## src/rtl/id_ex_pipe_reg.sv

```systemverilog
// ID->EX pipeline register with load-use hazard detection, single-bubble insertion,
// flush/hold control and a saturating count of inserted bubbles.
module id_ex_pipe_reg #(
   parameter int XLEN  = 32,
   parameter int CNT_W = 16
) (
   input  logic             clk,
   input  logic             rst,
   input  logic             id_valid,
   input  logic [16:0]      id_ctrl,
   input  logic [XLEN-1:0]  id_pc,
   input  logic [XLEN-1:0]  id_rs1_data,
   input  logic [XLEN-1:0]  id_rs2_data,
   input  logic [XLEN-1:0]  id_imm,
   input  logic [4:0]       id_rs1,
   input  logic [4:0]       id_rs2,
   input  logic [4:0]       id_rd,
   input  logic [2:0]       id_funct3,
   input  logic [6:0]       id_funct7,
   input  logic             id_use_rs1,
   input  logic             id_use_rs2,
   input  logic             flush,
   input  logic             hold,
   output logic             ex_valid,
   output logic [16:0]      ex_ctrl,
   output logic [XLEN-1:0]  ex_pc,
   output logic [XLEN-1:0]  ex_rs1_data,
   output logic [XLEN-1:0]  ex_rs2_data,
   output logic [XLEN-1:0]  ex_imm,
   output logic [4:0]       ex_rs1,
   output logic [4:0]       ex_rs2,
   output logic [4:0]       ex_rd,
   output logic [2:0]       ex_funct3,
   output logic [6:0]       ex_funct7,
   output logic             hazard_stall,
   output logic [CNT_W-1:0] bubble_cnt
);

   localparam logic [CNT_W-1:0] CNT_MAX = '1;

   // ex_ctrl[3] is MemReadEn: a load in EX whose rd the ID instruction reads.
   logic ex_is_load;
   logic rs1_hit;
   logic rs2_hit;
   logic haz;

   always_comb begin
      ex_is_load   = ex_valid & ex_ctrl[3] & (ex_rd != 5'd0);
      rs1_hit      = id_use_rs1 & (ex_rd == id_rs1);
      rs2_hit      = id_use_rs2 & (ex_rd == id_rs2);
      haz          = ex_is_load & id_valid & (rs1_hit | rs2_hit);
      hazard_stall = haz & ~flush;
   end

   always_ff @(posedge clk) begin
      if (rst || flush || (!hold && haz)) begin
         // Reset, flush and load-use bubbles all present an empty, side-effect-free EX slot.
         ex_valid    <= 1'b0;
         ex_ctrl     <= '0;
         ex_pc       <= '0;
         ex_rs1_data <= '0;
         ex_rs2_data <= '0;
         ex_imm      <= '0;
         ex_rs1      <= '0;
         ex_rs2      <= '0;
         ex_rd       <= '0;
         ex_funct3   <= '0;
         ex_funct7   <= '0;
      end else if (!hold) begin
         ex_valid    <= id_valid;
         ex_ctrl     <= id_valid ? id_ctrl : 17'd0;
         ex_pc       <= id_pc;
         ex_rs1_data <= id_rs1_data;
         ex_rs2_data <= id_rs2_data;
         ex_imm      <= id_imm;
         ex_rs1      <= id_rs1;
         ex_rs2      <= id_rs2;
         ex_rd       <= id_rd;
         ex_funct3   <= id_funct3;
         ex_funct7   <= id_funct7;
      end
   end

   // Only a genuine load-use bubble counts; flush and hold take precedence.
   always_ff @(posedge clk) begin
      if (rst) begin
         bubble_cnt <= '0;
      end else if (!flush && !hold && haz && (bubble_cnt != CNT_MAX)) begin
         bubble_cnt <= bubble_cnt + 1'b1;
      end
   end

endmodule
```

## config.mk

```make
export PLATFORM = sky130hd
export DESIGN_NAME = id_ex_pipe_reg
export DESIGN_NICKNAME = d
export VERILOG_FILES = /design/src/rtl/id_ex_pipe_reg.sv
export SDC_FILE = /design/constraint.sdc
export NUM_CORES = 1
export LEC_CHECK = 0
export ABC_CLOCK_PERIOD_IN_PS = 2670
export BUFFER_PORTS_ARGS = -buffer_cell sky130_fd_sc_hd__buf_2
export CAP_MARGIN = 20
export CORE_AREA = 2 2 143 145
export DETAILED_ROUTE_END_ITERATION = 12
export DIE_AREA = 0 0 145 147
export PLACE_DENSITY = 0.61
export SETUP_SLACK_MARGIN = 0.15
export SKIP_LAST_GASP = 1
export SLEW_MARGIN = 30
export SYNTH_ARGS = -nofsm -noshare
export SYNTH_HDL_FRONTEND = slang
export SYNTH_SLANG_ARGS = --single-unit
```

## constraint.sdc

```tcl
create_clock -name clk -period 2.67 [get_ports clk]
set_input_delay 0.6675 -clock clk [delete_from_list [all_inputs] [get_ports clk]]
set_output_delay 0.6675 -clock clk [all_outputs]
set_load 0.03 [all_outputs]
```

; ---- After elaboration in Yosys (flattened, before gate mapping)
; Index checks and enable logic that the tools add are counted.
[totals]
register_bits = 187
latchBits = 0
mem_bits_rw = 0
rom_bits = 0
output_inout_bits = 188
elab_cells = 35
mem_count = 0
[op_classes]
add_sub_neg = 1
mul = 0
div = 0
n_lt_le_gt_ge = 0
n_eq_ne = 3
n_shift = 0
n_mux = 1
n_bitwise = 9
n_reduce_logical = 9
[op_table]
columns = cell, count
row1 = 2-to-1 mux 17 bit, 1
row2 = "adder 16 x 1 -> 16 bit, second input constant", 1
row3 = "!= test 16 bit, second input constant", 1
row4 = equality test 5 bit, 2
row5 = bitwise AND 1 bit, 7
row6 = nonzero test 5 bit, 1
row7 = logical AND 1 bit, 4
row8 = logical NOT 1 bit, 2
row9 = logical OR 1 bit, 2
row10 = NOT 1 bit, 1
row11 = OR 1 bit, 1

; ---- Logic depth before layout (Yosys ltp)
; Gate-level depths: netlist of the first run.
[depth]
word_depth = 6
depth_mapped = 8
ltp_nobuf = 7

; ---- Worst setup path after synthesis of the first run
; OpenSTA, ideal clock, no wires.
[synth_path]
path_type = in2out
startpoint = in id_rs2[0]
endpoint = out hazard_stall
t_arrival_ps = 1738
slack_ps = 265
cell_stages = 5
path_buffers = 0
cell_sequence = xnor2_1 nand4_1 o22ai_1 nand2_1 nor2_1
[synth_via]
elab_chain_len = 5
[synth_rtl]
columns = item, line
row1 = start: declaration, 16  ; input logic [4:0] id_rs2,
row2 = equality test 5 bit, 50  ; rs2_hit = id_use_rs2 & (ex_rd == id_rs2);
row3 = bitwise AND 1 bit, 50
row4 = OR 1 bit, 51  ; haz = ex_is_load & id_valid & (rs1_hit | rs2_hit);
row5 = bitwise AND 1 bit, 51
row6 = bitwise AND 1 bit, 52  ; hazard_stall = haz & ~flush;
row7 = end: declaration, 35  ; output logic hazard_stall,
; No other way between the ends.

; ---- Worst setup path after layout of the first run
[layout_path]
startpoint = reg ex_rd[0]
endpoint = out hazard_stall
[layout_via]
elab_chain_len = 5
[layout_rtl]
columns = item, line
row1 = start: declaration, 32  ; output logic [4:0] ex_rd,
row2 = start signal: assignment, 78  ; ex_rd <= id_rd;
row3 = equality test 5 bit (tied with other cells), 49  ; rs1_hit = id_use_rs1 & (ex_rd == id_rs1);
row4 = "bitwise AND 1 bit, on equally long branches", "49, 48, 50"
row5 = OR 1 bit or bitwise AND 1 bit (tied branches), 51
row6 = bitwise AND 1 bit *, 51
row7 = bitwise AND 1 bit *, 52
; Every way passes the cells marked *; elsewhere a longest branch is shown, timed or not.

==> impl_metrics.csv, run 1 <==
group,metric,value,unit
routing,vias,6000,
routing,first_iter_violations,257,
pwr,p_per_area,636.1,mW/mm²
setup_path,worstPathArrival,1730,ps
die,start_util,34.62,%
die,dieArea,0.02132,mm²
clocking,cts.sinks,187,
yosys,yosys_register_bits,187,
finish,layout-drive-gt1-share,41.58,%
sta,setup_viol,0,
setup_path,crit_family,"flip-flops",
status,status,"completed",
setup_path,critPathRequiredTime,2000,ps
setup_path,cp_max_fo,5,
run,maxCapViolations,0,
sta,clock.fmax,416.9,MHz
sta,maxSlewViolCount,0,
clocking,cts_buffers,17,
global_route,track_usage,18.78,%
yosys,synth_edf_count,0,
setup_path,crit_chain,"xnor2_1 > nand4_1 > o22ai_2 > nand2_2 > nor2_1 > buf_4",
die,die_y,147,µm
routing,firstDrtPassIters,4,
yosys,async_reset_ff_share,0,%
clocking,postCtsHoldBufs,0,
placement,dpl.hpwl,15300,µm
clocking,root_buffer,"clkbuf_16",
yosys,postSynthCellCount,670,
yosys,yosysWarnings,0,
setup_path,critPathSlowestCell,"dfxtp_2",
global_route,grt_max_degree,93,
yosys,ys.flop_type,"dfxtp_1",
routing,ant_nets,0,
global_route,grt-ovfl-total,0,
global_route,use_met2,32.21,%
die,ios,365,
global_route,grt_pass1_wl,31660,µm
setup_path,crit_path_end_kind,"output port",
sta,finalCritPeriodShare,89.84,%
finish,area_delta_synth_final,41.04,%
sta,setup_tns,0,ps
clocking,cts_buffer_depth,2,
pwr,power.total,0.006163,W
global_route,busiest_layer,"met2",
sta,fin_skew,14.42,ps
setup_path,path_buf_inv,1,
clocking,h-tree-depth,4,
global_route,use_met1,21.37,%
pwr,p_leak,4.985,nW
sta,hold_violations,0,
yosys,ys_types,36,
die,die_w,145,µm
placement,portBuffers,364,
setup_path,critPathLaunchType,"register",
sta,timing.slew.headroom,53.92,%
sta,rsz0062_at_grt,"no",
routing,wl_per_cell,15.72,µm
yosys,avgSynthCellArea,10.25,µm²
global_route,antenna_found_initial,1,
finish,finalNetCount,1204,
yosys,synth_fp_nets,848,
setup_path,slowest_delay,400,ps
finish,n_antenna_cell,0,
clocking,clk_pin_slew_worst_paths,90,ps
global_route,grt_use_met3,7.081,%
sta,worst_pin_slew,691.3,ps
clocking,cts_tree,"done",
routing,drc,0,
global_route,grt_pass1_vias,5803,
die,fp-row-count,52,
finish,fillers,1941,
die,core-area,0.01984,mm²
yosys,yosysSeqAreaShare,54.50,%
routing,routed_wl,20580,µm
routing,drt-vias-per-instance,4.584,
min_path,min_path_type,"in -> reg",
yosys,syn_area,0.006869,mm²
pwr,ir_drop,0.0003900,V
setup_path,crit_type,"reg -> out",
placement,gp_congestion,0.7845,
sta,post-route-min-period,2399,ps
clocking,clkLatencyLatePin,440,ps
layout by cell type (no fill, tap or decap), types with 2 or more instances in the layout:
cell type	n
a22oi_1	17
dfxtp_2	3
buf_4	10
xnor2_1	9
buf_2	362
nor2b_1	2
nor3_1	3
nand4_1	10
nor4_1	3
mux2_2	2
inv_8	3
inv_6	3
nor2_1	182
dfxtp_1	183
buf_12	6
nand3_1	5
or4_1	3
and3_1	3
xor2_1	3
mux2i_1	154
a21oi_1	9
nand2_1	6
clkinv_8	5
o211ai_1	2
clkbuf_16	17
a31o_2	4
inv_1	6
clkinv_4	3
o21a_1	2
cell type report:
class,instances,area [µm²],area share (%)
clock buffer,17,425.4,4.391
clock inverter,15,172.7,1.782
inverter,6,22.52,0.2325
multi-input combinational,435,2957,30.52
sequential,187,3751,38.72
tap,270,337.8,3.487
timing repair buffer,379,2022,20.87
flip-flops by register name, summed over array words and instances (netlist names), 7 cells and up:
name / flops
ex_pc: 32
ex_ctrl: 17
bubble_cnt: 16
ex_rs1_data: 32
ex_imm: 32
ex_rs2_data: 32
ex_funct7: 7
layer usage:
layer	vias to the layer above	part of all wire, %
met4	2	2.3
li1	2986	-
met5	-	0.078
met1	2762	40
met2	215	50
met3	35	7.8
synthesized netlist by cell type (all sizes together) (2+ instances only):
library cell	n	area share [%]
dfxtp	187	54
xor2	3	0.38
and3	5	0.55
buf	15	1.0
o21a	2	0.22
or4	3	0.33
o21ai	2	0.20
nand2	7	0.38
nand4	11	1.1
nor3	3	0.22
a21oi	9	0.66
mux2i	154	22
a22oi	17	1.9
a31o	4	0.51
o211ai	2	0.22
nor4	3	0.27
clkbuf	27	1.5
xnor2	10	1.3
nor2	182	9.9
inv	6	0.33
nor2b	3	0.27
mux2	2	0.33
nand3	6	0.62
worst min-delay path: cells and delay by family:
kind / cells / cell delay [ps]
buffers and inverters: 1 / 80
AND/OR/NAND/NOR: 1 / 70
multiplexers: 1 / 50
report_power, final:
group | switching (W) | leakage, nW | internal [W] | total (W)
combinational | 0.000424 | 3.17 | 0.000302 | 0.000727
sequential | 0.0000430 | 1.52 | 0.00287 | 0.00291
clock | 0.00126 | 0.292 | 0.00126 | 0.00253
cell families (layout without fill, tap and decap cells):
| family | after synthesis | in the layout | share of synthesized area (%) |
|---|---|---|---|
| buffers and inverters | 48 | 417 | 2.842 |
| multiplexers | 156 | 156 | 22.77 |
| XOR/XNOR | 13 | 13 | 1.658 |
| AO/OA/AOI/OAI | 39 | 39 | 4.007 |
| flip-flops | 187 | 187 | 54.50 |
| adder cells (fa/ha/maj) | 1 | 1 | 0.1821 |
| AND/OR/NAND/NOR | 226 | 226 | 14.04 |
per-stage QoR:
step                std cells  hold WS, ps  setup WS [ps]  area [µm²]  util [%]
floorplan                 670        636.1          264.9        6869         -
detailed placement       1276        477.6          238.7        9056     45.64
CTS                      1308        439.2          165.9        9659     48.68
global route             1309        436.9          155.3        9688     48.82
global placement         1276        467.8          228.2        9056     45.64
finish                   1309        459.7          271.3        9688     48.82
worst paths after layout:
kind / start / end / slack, ps / cells past startpoint
worst min-delay path: id_rs1_data[5] / ex_rs1_data[5] / 460 / 3
worst min register to register: ex_imm[10] / ex_imm[10] / 490 / 2
worst max-delay path: ex_rd[0] / hazard_stall / 270 / 6
worst max register to register: bubble_cnt[0] / bubble_cnt[12] / 550 / 7
timing repair:
| item | 4_1_cts | 5_1_grt |
|---|---|---|
| resized for setup | 4 | 6 |
| endpoints found under the setup margin | 1 | 1 |
| setup buffers | 0 | 1 |
| endpoints found under the hold margin | 0 | 0 |
| pin swaps | 0 | 2 |
Note: power is estimated with default switching activity, not from simulation.
==> inputs of run 2 (changes only) <==
--- a/config.mk
+++ b/config.mk
@@ -12,7 +12,7 @@
 export DETAILED_ROUTE_END_ITERATION = 12
 export DIE_AREA = 0 0 145 147
 export PLACE_DENSITY = 0.61
-export SETUP_SLACK_MARGIN = 0.15
+export SETUP_SLACK_MARGIN = 0.3
 export SKIP_LAST_GASP = 1
 export SLEW_MARGIN = 30
 export SYNTH_ARGS = -nofsm -noshare
==> run 2 against run 1 <==
Compared with the run above: register-to-register slack got worse by 40 ps; clock-buffer cell count did not move; critical endpoint unchanged; largest power group unchanged; via count rose by 0.23%; sequential cell count did not move; critical path type unchanged; clock power barely moved; core utilization rose by 0.063 points; largest cell class unchanged; critical path depth did not move.
==> impl_metrics.csv, run 2 (synthesized netlist as in run 1, its figures left out) <==
group,metric,value,unit
setup_path,worstPathArrival,1670,ps
setup_path,crit_family,"flip-flops",
placement,dpl_worst_slack,206.4,ps
placement,dp_cells,1276,
routing,routed_wl,20450,µm
die,fp-row-count,52,
setup_path,r2r-start,"bubble_cnt[2]",
sta,final.setup.worst_slack,329.2,ps
clocking,cts_buffers,17,
routing,wl_per_cell,15.59,µm
setup_path,critPathLaunchType,"register",
pwr,power.total,0.006180,W
setup_path,timing.rr.end,"bubble_cnt[9]",
global_route,grt_max_degree,100,
setup_path,crit_chain,"xnor2_1 > nand4_1 > o22ai_2 > nand2_2 > nor2_2 > buf_4",
setup_path,crit_path_end_kind,"output port",
placement,gp_congestion,0.7807,
setup_path,path_buf_inv,1,
min_path,hold_end,"ex_rs1_data[26]",
finish,layout-drive-gt1-share,41.52,%
setup_path,rr_worst_depth,7,
clocking,h-tree-depth,4,
die,core-area,0.01984,mm²
finish,area_delta_synth_final,41.22,%
setup_path,regToRegSetupSlack,510,ps
die,die_y,147,µm
die,start_util,34.62,%
sta,fin_skew,12.60,ps
clocking,clkLatencyLatePin,430,ps
sta,hold_violations,0,
min_path,hp-start,"id_rs1_data[26]",
finish,final_common_cell,"buf_2",
sta,rsz0062_at_grt,"yes",
status,status,"completed",
clocking,cts_buffer_depth,2,
routing,vias,6014,
pwr,ir_drop,0.0004092,V
setup_path,critPathSlowestCell,"dfxtp_2",
global_route,track_usage,18.61,%
die,dieArea,0.02132,mm²
placement,portBuffers,364,
sta,clock.fmax,427.2,MHz
clocking,clk_pin_slew_worst_paths,80,ps
global_route,grt_pass1_vias,5923,
finish,finalNetCount,1204,
sta,finalCritPeriodShare,87.67,%
die,die_w,145,µm
finish,layout_common_cells,"buf_2 (362), dfxtp_1 (183), nor2_1 (181)",
sta,timing.slew.headroom,49.76,%
pwr,p_leak,4.978,nW
setup_path,slowest_delay,390,ps
setup_path,crit_type,"reg -> out",
min_path,min_path_type,"in -> reg",
routing,drc,0,
clocking,cts_tree,"done",
routing,first_iter_violations,257,
clocking,root_buffer,"clkbuf_16",
die,ios,365,
clocking,cts.sinks,187,
pwr,p_per_area,637.1,mW/mm²
global_route,grt_pass1_wl,31420,µm
placement,dpl.hpwl,15090,µm
global_route,grt-ovfl-total,0,
clocking,postCtsHoldBufs,0,
run,maxCapViolations,0,
global_route,antenna_found_initial,5,
sta,post-route-min-period,2341,ps
routing,drt-vias-per-instance,4.584,
min_path,min_delay_path_depth,3,
routing,firstDrtPassIters,6,
sta,setup_tns,0,ps
routing,ant_nets,0,
finish,fin_util,48.88,%
setup_path,cp_max_fo,5,
finish,fin_cells,1312,
setup_path,critPathRequiredTime,2000,ps
sta,worst_pin_slew,753.6,ps
sta,setup_viol,0,
sta,maxSlewViolCount,0,
## run 2: layout make-up
class,instances,area (µm²)
clock buffer,17,425.4
fill,1900,10140
inverter,6,22.52
clock inverter,14,162.7
tap,270,337.8
sequential,187,3751
timing repair buffer,379,2034
multi-input combinational,435,2957
antenna,4,10.01
## run 2: metrics by stage
stage          hold WS (ps)  cell area (µm²)
2_1_floorplan         636.1             6872
3_3_place_gp          468.3             9071
3_5_place_dp          477.6             9071
4_1_cts               441.6             9686
5_1_grt               450.5             9698
6_report              463.2             9701
## run 2: worst max path at each step
stage	startpoint	end	slack (ps)	depth (start not counted)
3_3_place_gp	id_rs2[0]	hazard_stall	200	7
2_1_floorplan	id_rs2[0]	hazard_stall	380	5
6_report	ex_rd[0]	hazard_stall	330	6
5_1_grt	ex_rd[0]	hazard_stall	230	6
4_1_cts	ex_rd[0]	hazard_stall	300	6
3_5_place_dp	id_rs2[0]	hazard_stall	210	7
## run 2: power breakdown
part           total (W)  switching (W)  internal, W  leakage (nW)
sequential       0.00291      0.0000413      0.00287          1.52
combinational   0.000728       0.000424     0.000304          3.17
clock            0.00254        0.00121      0.00133         0.283
total            0.00618        0.00168      0.00450          4.98
## run 2: worst reg2reg max path: stages (launching register included)
cell and delay [ps]:
dfxtp_1 500, nand4_1 290, nor4_1 390, nor3_1 160
and3_1 200, buf_4 180, a31o_2 250, a21oi_1 130
## run 2: routing by layer
layer / wire (µm) / vias up / GRT usage, %
li1: - / 2996 / -
met1: 8320 / 2766 / 20.86
met2: 10000 / 225 / 31.64
met3: 1674 / 25 / 7.609
met4: 442 / 2 / 7.376
met5: 11 / - / 0
## run 2: repair_timing
item | CTS | global route
setup buffers | 1 | 0
gates resized for setup | 8 | 0
setup endpoints to repair | 1 | 1
cloned | 0 | 0
pin swaps | 2 | 0
==> inputs of run 3 (changes only) <==
--- a/config.mk
+++ b/config.mk
@@ -8,10 +8,11 @@
 export ABC_CLOCK_PERIOD_IN_PS = 2670
 export BUFFER_PORTS_ARGS = -buffer_cell sky130_fd_sc_hd__buf_2
 export CAP_MARGIN = 20
-export CORE_AREA = 2 2 143 145
+export CORE_AREA = 2 2 141 143
+export CTS_BUF_LIST = sky130_fd_sc_hd__clkbuf_4 sky130_fd_sc_hd__clkbuf_8
 export DETAILED_ROUTE_END_ITERATION = 12
-export DIE_AREA = 0 0 145 147
-export PLACE_DENSITY = 0.61
+export DIE_AREA = 0 0 143 145
+export PLACE_DENSITY = 0.62
 export SETUP_SLACK_MARGIN = 0.3
 export SKIP_LAST_GASP = 1
 export SLEW_MARGIN = 30
==> run 3 against run 2 <==
Compared with the run above: register-to-register slack about the same; via count decreased by 1.0%; final cell count decreased by 0.30%; critical path depth unchanged; clock-buffer cell count unchanged; sequential cell count unchanged; wire length decreased by 2.1%; clock power decreased by 21%; critical path type unchanged; critical endpoint unchanged; highest routed layer unchanged.
==> impl_metrics.csv, run 3 (synthesized netlist as in run 1, its figures left out) <==
group,metric,value,unit
setup_path,cp_max_fo,4,
global_route,track_usage,18.73,%
sta,fin_skew,17.29,ps
sta,setup_tns,0,ps
pwr,ir_drop,0.0003597,V
min_path,min_path_type,"in -> reg",
routing,vias,5952,
routing,drc,0,
clocking,clk_pin_slew_worst_paths,110,ps
die,dieArea,0.02074,mm²
clocking,cts.sinks,187,
global_route,grt_pass1_vias,5737,
placement,gp_congestion,0.7905,
global_route,grt_max_degree,97,
die,start_util,35.76,%
sta,maxSlewViolCount,0,
run,maxCapViolations,0,
sta,rsz0062_at_grt,"yes",
status,status,"completed",
setup_path,crit_type,"reg -> out",
clocking,cts_buffer_depth,2,
pwr,pwr-share-comb,13.0,%
sta,setup_viol,0,
finish,n_antenna_cell,0,
die,die_y,145,µm
placement,dpl.hpwl,15050,µm
pwr,seqPwrFrac,51.4,%
setup_path,crit_chain,"xnor2_2 > nand4_1 > o22ai_2 > nand2_2 > nor2_2 > buf_6",
setup_path,critPathLaunchType,"register",
setup_path,crit_path_end_kind,"output port",
clocking,clkLatencyLatePin,440,ps
global_route,antenna_found_initial,1,
global_route,grt_pass1_wl,30440,µm
global_route,grt-ovfl-total,0,
finish,multi_input_area,0.002992,mm²
pwr,p_leak,4.957,nW
routing,ant_nets,0,
sta,worst_pin_slew,697.7,ps
setup_path,critPathRequiredTime,2000,ps
die,ios,365,
die,die_w,143,µm
placement,portBuffers,364,
routing,routed_wl,20020,µm
routing,firstDrtPassIters,4,
finish,layout_common_cells,"buf_2 (362), dfxtp_1 (182), nor2_1 (181)",
pwr,p_int,0.004125,W
sta,hold_violations,0,
die,fp-row-count,51,
setup_path,path_buf_inv,1,
sta,post-route-min-period,2290,ps
finish,finalNetCount,1209,
finish,layout-drive-gt1-share,42.38,%
die,core-area,0.01921,mm²
clocking,cts_buffers,17,
finish,seqCellArea,0.003760,mm²
pwr,clkPwrFrac,35.6,%
clocking,root_buffer,"clkbuf_8",
pwr,power.switching,0.001532,W
clocking,h-tree-depth,4,
finish,fillers,1837,
setup_path,slowest_delay,380,ps
routing,drt-vias-per-instance,4.550,
sta,timing.slew.headroom,53.49,%
finish,fin_util,50.03,%
setup_path,worstPathArrival,1620,ps
routing,first_iter_violations,242,
sta,clock.fmax,436.7,MHz
routing,wl_per_cell,15.31,µm
finish,area_delta_synth_final,39.89,%
pwr,p_per_area,588.7,mW/mm²
finish,final_common_cell,"buf_2",
setup_path,crit_family,"flip-flops",
pwr,swShare,27.08,%
setup_path,critPathSlowestCell,"dfxtp_4",
clocking,postCtsHoldBufs,0,
sta,finalCritPeriodShare,85.76,%
clocking,cts_tree,"done",
run 3: power groups by stage:
stage	logic, W	registers [W]	clock network (W)
after floorplan	0.000282	0.00313	0
after global placement	0.000726	0.00297	0
final	0.000735	0.00291	0.00201
after CTS	0.000737	0.00291	0.00209
after detailed placement	0.000731	0.00297	0
after global routing	0.000792	0.00292	0.00221
run 3: path summary, 6_finish.rpt:
path                   start         endpoint  slack [ps]  cells past startpoint
max                 ex_rd[1]     hazard_stall         380                      6
min          id_rs2_data[20]  ex_rs2_data[20]         450                      3
max reg2reg         ex_rd[1]   bubble_cnt[12]         500                      9
min reg2reg        ex_pc[19]        ex_pc[19]         490                      2
run 3: cell type report:
| class | instances | share of cell area [%] |
|---|---|---|
| clock buffers | 17 | 2.435 |
| multi-input cells | 435 | 31.13 |
| flip-flops and latches | 187 | 39.13 |
| inverters | 6 | 0.2344 |
| well taps | 265 | 3.451 |
| clock inverters | 14 | 1.888 |
| repair buffers | 384 | 21.73 |
run 3: worst reg2reg max path, stage by stage (launching register included):
cell and delay, ps:
dfxtp_4 380, xnor2_2 140, nand4_1 130, o22ai_2 200
buf_4 140, buf_4 90, buf_4 110, nand4_2 210
nor4_1 290, mux2_2 370
run 3: metal layers:
layer / wire length [µm] / global-route usage, %
met1: 7911 / 20.73
met2: 10030 / 32.58
met3: 1757 / 7.822
met4: 306 / 5.347
met5: 13 / 0
run 3: per-stage QoR:
step / hold WS (ps) / cells / setup slack (ps) / total power, W / cell area [µm²]
2_1_floorplan: 636.1 / 670 / 381.0 / 0.003416 / 6872
3_3_place_gp: 468.6 / 1272 / 231.0 / 0.003698 / 9082
3_5_place_dp: 477.5 / 1272 / 195.0 / 0.003704 / 9082
4_1_cts: 405.8 / 1305 / 264.5 / 0.005740 / 9565
5_1_grt: 406.9 / 1308 / 267.4 / 0.005919 / 9609
6_report: 448.0 / 1308 / 380.2 / 0.005657 / 9609
run 3: what timing repair did:
item	in CTS	in global routing
pin swaps	5	4
cloned	0	0
buffers inserted	2	3
resized for setup	15	4
setup endpoints to repair	1	2
endpoints found under the hold margin	0	0
